[src/rtl/mem_access_unit_pkg.sv]
// Shared CPU encodings: ALU opcodes, memory access type/size, and the
// load-extension convention, plus small decode helpers for the memory path.
package mem_access_unit_pkg;

    typedef enum logic [3:0] {
        ALU_ADD  = 4'd0,
        ALU_SUB  = 4'd1,
        ALU_AND  = 4'd2,
        ALU_OR   = 4'd3,
        ALU_XOR  = 4'd4,
        ALU_NOR  = 4'd5,
        ALU_SLT  = 4'd6,
        ALU_SLTU = 4'd7,
        ALU_SLL  = 4'd8,
        ALU_SRL  = 4'd9,
        ALU_SRA  = 4'd10,
        ALU_LUI  = 4'd11
    } alu_op_e;

    typedef enum logic [1:0] {
        MEM_NOOP = 2'd0,
        MEM_LOAD = 2'd1,
        MEM_STOR = 2'd2
    } mem_type_e;

    typedef enum logic [2:0] {
        SIZE_FULL = 3'd0,
        SIZE_BYTE = 3'd1,
        SIZE_HALF = 3'd2
    } mem_size_e;

    // Value of unsigned_flag selecting each load extension.
    localparam logic EXT_SIGN = 1'b0;
    localparam logic EXT_ZERO = 1'b1;

    function automatic mem_type_e decode_type(input logic [1:0] raw);
        case (raw)
            2'd1:    return MEM_LOAD;
            2'd2:    return MEM_STOR;
            default: return MEM_NOOP;
        endcase
    endfunction

    function automatic mem_size_e decode_size(input logic [2:0] raw);
        case (raw)
            3'd1:    return SIZE_BYTE;
            3'd2:    return SIZE_HALF;
            default: return SIZE_FULL;
        endcase
    endfunction

    function automatic logic is_misaligned(input mem_size_e size, input logic [1:0] lane);
        case (size)
            SIZE_HALF: return lane[0];
            SIZE_FULL: return lane != 2'b00;
            default:   return 1'b0;
        endcase
    endfunction

    function automatic logic [3:0] byte_enable(input mem_size_e size, input logic [1:0] lane);
        case (size)
            SIZE_BYTE: return 4'b0001 << lane;
            SIZE_HALF: return lane[1] ? 4'b1100 : 4'b0011;
            default:   return 4'b1111;
        endcase
    endfunction

    // Narrow stores are replicated so every enabled lane carries the data.
    function automatic logic [31:0] store_data(input mem_size_e size, input logic [31:0] data);
        case (size)
            SIZE_BYTE: return {4{data[7:0]}};
            SIZE_HALF: return {2{data[15:0]}};
            default:   return data;
        endcase
    endfunction

endpackage

[src/rtl/mem_access_unit_load_extend.sv]
// Selects the addressed lane of a little-endian bus word and extends it to
// 32 bits according to the access size and unsigned_flag.
module load_extend
    import mem_access_unit_pkg::*;
(
    input  logic [31:0] rdata,
    input  logic [1:0]  lane,
    input  mem_size_e   size,
    input  logic        unsigned_flag,
    output logic [31:0] data
);

    logic [7:0]  byte_val;
    logic [15:0] half_val;
    logic        zero_ext;

    assign zero_ext = (unsigned_flag == EXT_ZERO);
    assign half_val = lane[1] ? rdata[31:16] : rdata[15:0];

    always_comb begin
        // NOTE: every variable assigned here gets a default first, so no path
        // through the case can leave it unassigned and infer a latch.
        byte_val = rdata[7:0];
        data     = rdata;
        case (lane)
            2'd1:    byte_val = rdata[15:8];
            2'd2:    byte_val = rdata[23:16];
            2'd3:    byte_val = rdata[31:24];
            default: byte_val = rdata[7:0];
        endcase
        case (size)
            SIZE_BYTE: data = {{24{~zero_ext & byte_val[7]}}, byte_val};
            SIZE_HALF: data = {{16{~zero_ext & half_val[15]}}, half_val};
            default:   data = rdata;
        endcase
    end

endmodule

[src/rtl/mem_access_unit.sv]
// Single-outstanding load/store unit: aligns requests onto a word bus with
// byte enables, returns extended load data, and reports misaligned accesses.
module mem_access_unit
    import mem_access_unit_pkg::*;
(
    input  logic        clk,
    input  logic        rst_n,
    input  logic        req_valid,
    output logic        req_ready,
    input  logic [1:0]  mem_type,
    input  logic [2:0]  mem_size,
    input  logic        unsigned_flag,
    input  logic [31:0] addr,
    input  logic [31:0] wdata,
    input  logic [4:0]  wb_dest_in,
    input  logic        wb_en_in,
    input  logic        flush,
    output logic        bus_req,
    output logic        bus_we,
    output logic [3:0]  bus_be,
    output logic [31:0] bus_addr,
    output logic [31:0] bus_wdata,
    input  logic        bus_ack,
    input  logic [31:0] bus_rdata,
    output logic        rsp_valid,
    output logic [31:0] rsp_data,
    output logic [4:0]  rsp_wb_dest,
    output logic        rsp_wb_en,
    output logic        addr_err,
    output logic        addr_err_store,
    output logic [31:0] bad_vaddr
);

    typedef enum logic [1:0] {
        ST_IDLE  = 2'd0,
        ST_BUS   = 2'd1,
        ST_RESP  = 2'd2,
        ST_DRAIN = 2'd3
    } state_t;

    state_t      state;

    mem_type_e   type_q;
    mem_size_e   size_q;
    logic [1:0]  lane_q;
    logic        unsigned_q;
    logic [4:0]  wb_dest_q;
    logic        wb_en_q;

    logic        rsp_valid_q;
    logic [31:0] rsp_data_q;
    logic [4:0]  rsp_wb_dest_q;
    logic        rsp_wb_en_q;
    logic        addr_err_q;
    logic        addr_err_store_q;
    logic [31:0] bad_vaddr_q;

    mem_type_e   req_type;
    mem_size_e   req_size;
    logic        req_mis;
    logic [31:0] load_data;

    assign req_type = decode_type(mem_type);
    assign req_size = decode_size(mem_size);
    assign req_mis  = (req_type != MEM_NOOP) && is_misaligned(req_size, addr[1:0]);

    load_extend u_load_extend (
        .rdata         (bus_rdata),
        .lane          (lane_q),
        .size          (size_q),
        .unsigned_flag (unsigned_q),
        .data          (load_data)
    );

    assign req_ready = (state == ST_IDLE);

    always_ff @(posedge clk) begin
        // NOTE: all state here uses non-blocking assignments so every register
        // samples the pre-edge values, independent of statement order.
        if (!rst_n) begin
            state            <= ST_IDLE;
            type_q           <= MEM_NOOP;
            size_q           <= SIZE_FULL;
            lane_q           <= '0;
            unsigned_q       <= 1'b0;
            wb_dest_q        <= '0;
            wb_en_q          <= 1'b0;
            bus_req          <= 1'b0;
            bus_we           <= 1'b0;
            bus_be           <= '0;
            bus_addr         <= '0;
            bus_wdata        <= '0;
            rsp_valid_q      <= 1'b0;
            rsp_data_q       <= '0;
            rsp_wb_dest_q    <= '0;
            rsp_wb_en_q      <= 1'b0;
            addr_err_q       <= 1'b0;
            addr_err_store_q <= 1'b0;
            bad_vaddr_q      <= '0;
        end else begin
            case (state)
                ST_IDLE: begin
                    if (req_valid && !flush) begin
                        type_q     <= req_type;
                        size_q     <= req_size;
                        lane_q     <= addr[1:0];
                        unsigned_q <= unsigned_flag;
                        wb_dest_q  <= wb_dest_in;
                        wb_en_q    <= wb_en_in;
                        if (req_type == MEM_NOOP || req_mis) begin
                            state            <= ST_RESP;
                            rsp_valid_q      <= 1'b1;
                            rsp_data_q       <= '0;
                            rsp_wb_dest_q    <= wb_dest_in;
                            rsp_wb_en_q      <= wb_en_in && !req_mis;
                            addr_err_q       <= req_mis;
                            addr_err_store_q <= req_mis && (req_type == MEM_STOR);
                            bad_vaddr_q      <= req_mis ? addr : '0;
                        end else begin
                            state     <= ST_BUS;
                            bus_req   <= 1'b1;
                            bus_we    <= (req_type == MEM_STOR);
                            bus_be    <= byte_enable(req_size, addr[1:0]);
                            bus_addr  <= {addr[31:2], 2'b00};
                            bus_wdata <= (req_type == MEM_STOR) ? store_data(req_size, wdata) : '0;
                        end
                    end
                end

                ST_BUS: begin
                    if (bus_ack) begin
                        bus_req   <= 1'b0;
                        bus_we    <= 1'b0;
                        bus_be    <= '0;
                        bus_addr  <= '0;
                        bus_wdata <= '0;
                        if (flush) begin
                            state <= ST_IDLE;
                        end else begin
                            state         <= ST_RESP;
                            rsp_valid_q   <= 1'b1;
                            rsp_data_q    <= (type_q == MEM_LOAD) ? load_data : '0;
                            rsp_wb_dest_q <= wb_dest_q;
                            rsp_wb_en_q   <= (type_q == MEM_LOAD) && wb_en_q;
                        end
                    end else if (flush) begin
                        state <= ST_DRAIN;
                    end
                end

                // The slave still owes an ack; keep the request up but drop the result.
                ST_DRAIN: begin
                    if (bus_ack) begin
                        state     <= ST_IDLE;
                        bus_req   <= 1'b0;
                        bus_we    <= 1'b0;
                        bus_be    <= '0;
                        bus_addr  <= '0;
                        bus_wdata <= '0;
                    end
                end

                ST_RESP: begin
                    state            <= ST_IDLE;
                    rsp_valid_q      <= 1'b0;
                    rsp_data_q       <= '0;
                    rsp_wb_dest_q    <= '0;
                    rsp_wb_en_q      <= 1'b0;
                    addr_err_q       <= 1'b0;
                    addr_err_store_q <= 1'b0;
                    bad_vaddr_q      <= '0;
                end

                default: state <= ST_IDLE;
            endcase
        end
    end

    // A flush arriving while the response is being presented cancels it.
    assign rsp_valid      = rsp_valid_q && !flush;
    assign rsp_data       = flush ? '0 : rsp_data_q;
    assign rsp_wb_dest    = flush ? '0 : rsp_wb_dest_q;
    assign rsp_wb_en      = rsp_wb_en_q && !flush;
    assign addr_err       = addr_err_q && !flush;
    assign addr_err_store = addr_err_store_q && !flush;
    assign bad_vaddr      = flush ? '0 : bad_vaddr_q;

endmodule
[config.mk]
export PLATFORM = sky130hd
export DESIGN_NAME = mem_access_unit
export DESIGN_NICKNAME = d
export VERILOG_FILES = /design/src/rtl/mem_access_unit_pkg.sv /design/src/rtl/mem_access_unit_load_extend.sv /design/src/rtl/mem_access_unit.sv
export SDC_FILE = /design/constraint.sdc
export NUM_CORES = 1
export LEC_CHECK = 0
export CAP_MARGIN = 20
export CORE_ASPECT_RATIO = 1.1
export CORE_MARGIN = 1.5
export CORE_UTILIZATION = 45
export CTS_CLUSTER_SIZE = 12
export DETAILED_ROUTE_END_ITERATION = 10
export GPL_TIMING_DRIVEN = 0
export PLACE_DENSITY = 0.81
export SYNTH_ARGS = -nofsm -noshare
export SYNTH_HDL_FRONTEND = slang
export SYNTH_SLANG_ARGS = --single-unit
[constraint.sdc]
create_clock -name clk -period 5.05 [get_ports clk]
set_clock_uncertainty 0.15 [all_clocks]
set_input_delay 1.515 -clock clk [delete_from_list [all_inputs] [get_ports clk]]
set_output_delay 1.515 -clock clk [all_outputs]
set_load 0.01 [all_outputs]
==> impl_metrics.py <==
metrics = {
    "clocking": {
        "cts.reportedPaths.clkPinSlew_ps": 60,
        "post_cts_resized": 7,
        "cts_tree": "done",
        "numCtsBuffers": 17,
        "holdBufCountCts": 0,
        "cts_max_level": 4,
        "clockBufferDepth": 2,
        "clock_latency_ps": 430,
        "clock-root-buffer": "clkbuf_16",
        "postCtsSetupBuffers": 0,
        "cts.sinks": 156,
    },
    "logic_synthesis": {
        "syn-mean-instance-area_um2": 9.07,
        "ys.flop_type": "dfxtp_1",
        "yosys.area_share.simple": 0.225,
        "ys_seq_area_frac": 0.439,
        "synthMuxAreaShare": 0.0155,
        "synth_edf_count": 0,
        "yosysTopAreaCellShare": 0.439,
        "synthTopCellsByCount": "156 x dfxtp_1, 139 x nor2b_1, 54 x nand2_1, 52 x a22o_1, 48 x a22oi_1",
        "netlist_instances": 784,
        "synth_cell_types": 52,
        "synthArstFlopShare": 0,
        "syn_area_um2": 7110,
        "synth.ff_latch_count": 156,
        "synthXorXnorAreaFrac": 0,
        "yosysMostFrequentCell": "dfxtp_1",
        "synth_top_area_cell": "dfxtp_1",
        "synthAdderAreaFrac": 0.0229,
        "synth_compound_area_frac": 0.249,
        "synth_top_family_by_area": "compound AO/OA/AOI/OAI gates",
        "yosysWarningCount": 0,
        "synth.area.top_cells": "dfxtp_1 44%, nor2b_1 12%, a22o_1 6.4%",
    },
    "placed_design": {
        "dp_hpwl_mm": 16.6,
        "placed_area_um2": 9900,
        "portBuffers": 253,
        "gp_congestion": 0.918,
        "dp.cells": 1238,
    },
    "sta": {
        "setup_viol": 0,
        "slew_viol_final": 0,
        "period_needed_ps": 4960,
        "fmaxAchievable_mhz": 202,
        "tightest_slew_ps": 777,
        "fin_crit_sh": 0.982,
        "hold_viol_final": 0,
        "slew_headroom": 0.479,
        "rsz0062_at_grt": "no",
        "tns_ps": 0,
    },
    "pwr": {
        "leakagePower_nw": 3.75,
        "p_per_area_nw_per_um2": 326,
        "ir_drop_mv": 0.247,
    },
    "routing": {
        "routed_wl_mm": 22.6,
        "drt-vias-per-instance": 5.43,
        "drtIter0Drc": 373,
        "drcViolationCount": 0,
        "dr.pass1.iters": 5,
        "final_antenna_net_count": 0,
        "avgRoutedWirePerCell_um": 17.8,
        "vias": 6894,
    },
    "floorplanning": {
        "ioPinCount": 257,
        "die_w_um": 123,
        "dieArea_um2": 16600,
        "core-area_um2": 15600,
        "die_h_um": 135,
        "initial_core_util": 0.457,
        "fp-row-count": 48,
    },
    "grt": {
        "antenna_found_initial": 0,
        "grt_pass1_vias": 6732,
        "track_usage": 0.271,
        "grt_pass1_wl_mm": 34.7,
        "grt_remaining_overflow": 0,
        "grt_max_degree": 17,
    },
    "layout": {
        "nFillCells": 1286,
        "area.sequential_um2": 3120,
        "drive_gt1_frac": 0.0682,
        "synthToLayoutAreaGrowth_pct": 47.1,
        "num_antenna_cells": 0,
        "final_area_um2": 10500,
        "stdcell_count": 1270,
        "multiInputGateArea_um2": 3650,
        "layout.nets": 1183,
    },
    "worst_setup_path": {
        "cp_slowest_cell": "clkdlybuf4s50_1",
        "path_common_cell": "clkdlybuf4s50_1",
        "critPathCaptureType": "output port",
        "critPathBufInv": 4,
        "crit_arrival_ps": 3290,
        "start_kind": "input pin",
        "cpLargestDelayFamily": "buffers and inverters",
        "crit_chain": "clkdlybuf4s50_1 > clkbuf_4 > clkbuf_2 > nor2b_1 > clkdlybuf4s50_1",
        "crit_type": "input pin to output port",
        "worstPathMaxFanout": 10,
        "slowest_delay_ps": 570,
        "required_ps": 3390,
    },
    "run": {
        "drv_cap": 0,
    },
    "run_status": {
        "outcome": "finished clean",
    },
    "min_path": {
        "min_path_type": "flop to flop",
    },
}
==> worst paths after layout <==
kind	startpoint	to	slack [ps]	depth (start not counted)
max	flush	rsp_data[18]	90	5
min	bus_req$_SDFFE_PN0P_	bus_req$_SDFFE_PN0P_	310	1
max reg2reg	state[0]$_SDFFE_PN0P_	rsp_data_q[27]$_SDFFE_PN0P_	2250	8
min reg2reg	bus_req$_SDFFE_PN0P_	bus_req$_SDFFE_PN0P_	310	1
==> per-stage QoR <==
| step | hold slack (ps) | util | total power [mW] | setup slack (ps) |
|---|---|---|---|---|
| after floorplan | 284 | - | 1.86 | 1220 |
| after global placement | 289 | 0.636 | 2.21 | -494 |
| after detailed placement | 298 | 0.636 | 2.22 | -465 |
| after CTS | 311 | 0.672 | 3.42 | 0.644 |
| after global routing | 330 | 0.672 | 3.57 | 9.53 |
| final | 308 | 0.672 | 3.41 | 91.3 |
==> cell type report <==
cell class | instances | area share
repair buffers | 253 | 0.242
inverters | 16 | 0.00574
flip-flops and latches | 156 | 0.299
clock inverters | 11 | 0.00921
well taps | 200 | 0.0239
clock buffers | 21 | 0.0431
multi-input cells | 547 | 0.349
plain buffers | 66 | 0.0281
==> per-layer routing <==
layer  part of all wire  GRT usage  up-vias
met5                  0          0        -
met4              0.029      0.120        0
met3              0.063     0.0663       49
met2               0.49      0.462      272
met1               0.42      0.320     3250
li1                   -          -     3323
==> registers in the layout (all words and copies together) (netlist names) <==
signal and flops:
type_q 2, wb_dest_q 5, rsp_wb_en_q 1, bad_vaddr_q 32, wb_en_q 1, lane_q 2, addr_err_q 1, rsp_valid_q 1
rsp_wb_dest_q 5, rsp_data_q 32, unsigned_q 1, bus_addr 30, bus_be 4, bus_we 1, state 2, size_q 2
bus_req 1, bus_wdata 32, addr_err_store_q 1
==> cells in the final DEF (no fill, tap or decap), drive strengths merged, types with 2 or more instances in the layout <==
cell type and instances:
clkdlybuf4s50 253, dfxtp 156, nor2b 139, clkbuf 68, nand2 54, a22o 52
a22oi 48, o21ai 42, nor2 24, o2bb2ai 23, a21oi 21, and2 20
buf 19, nand3 16, inv 16, ha 13, a21boi 13, a31oi 10
mux2 8, a221o 8, nand2b 8, a211oi 6, and3 6, nor3b 6
clkinvlp 5, clkinv 5, a21o 3, or2 3, or3b 3, o22ai 2
nor3 2, mux2i 2, conb 2, a221oi 2
==> power breakdown <==
part,internal [mW],leakage [nW],switching [mW]
Sequential,1.31,1.26,0.0411
Clock,0.687,0.255,0.519
Combinational,0.368,2.23,0.494
==> kinds of logic (layout without fill, tap and decap cells) <==
kind of cell	Yosys count	in the layout
compound gates	238	238
fa+ha+maj	13	13
simple gates	284	284
mux	10	10
buf+inv	82	367
other cells	1	2
flops	156	156
(Power assumes the default switching activity.)
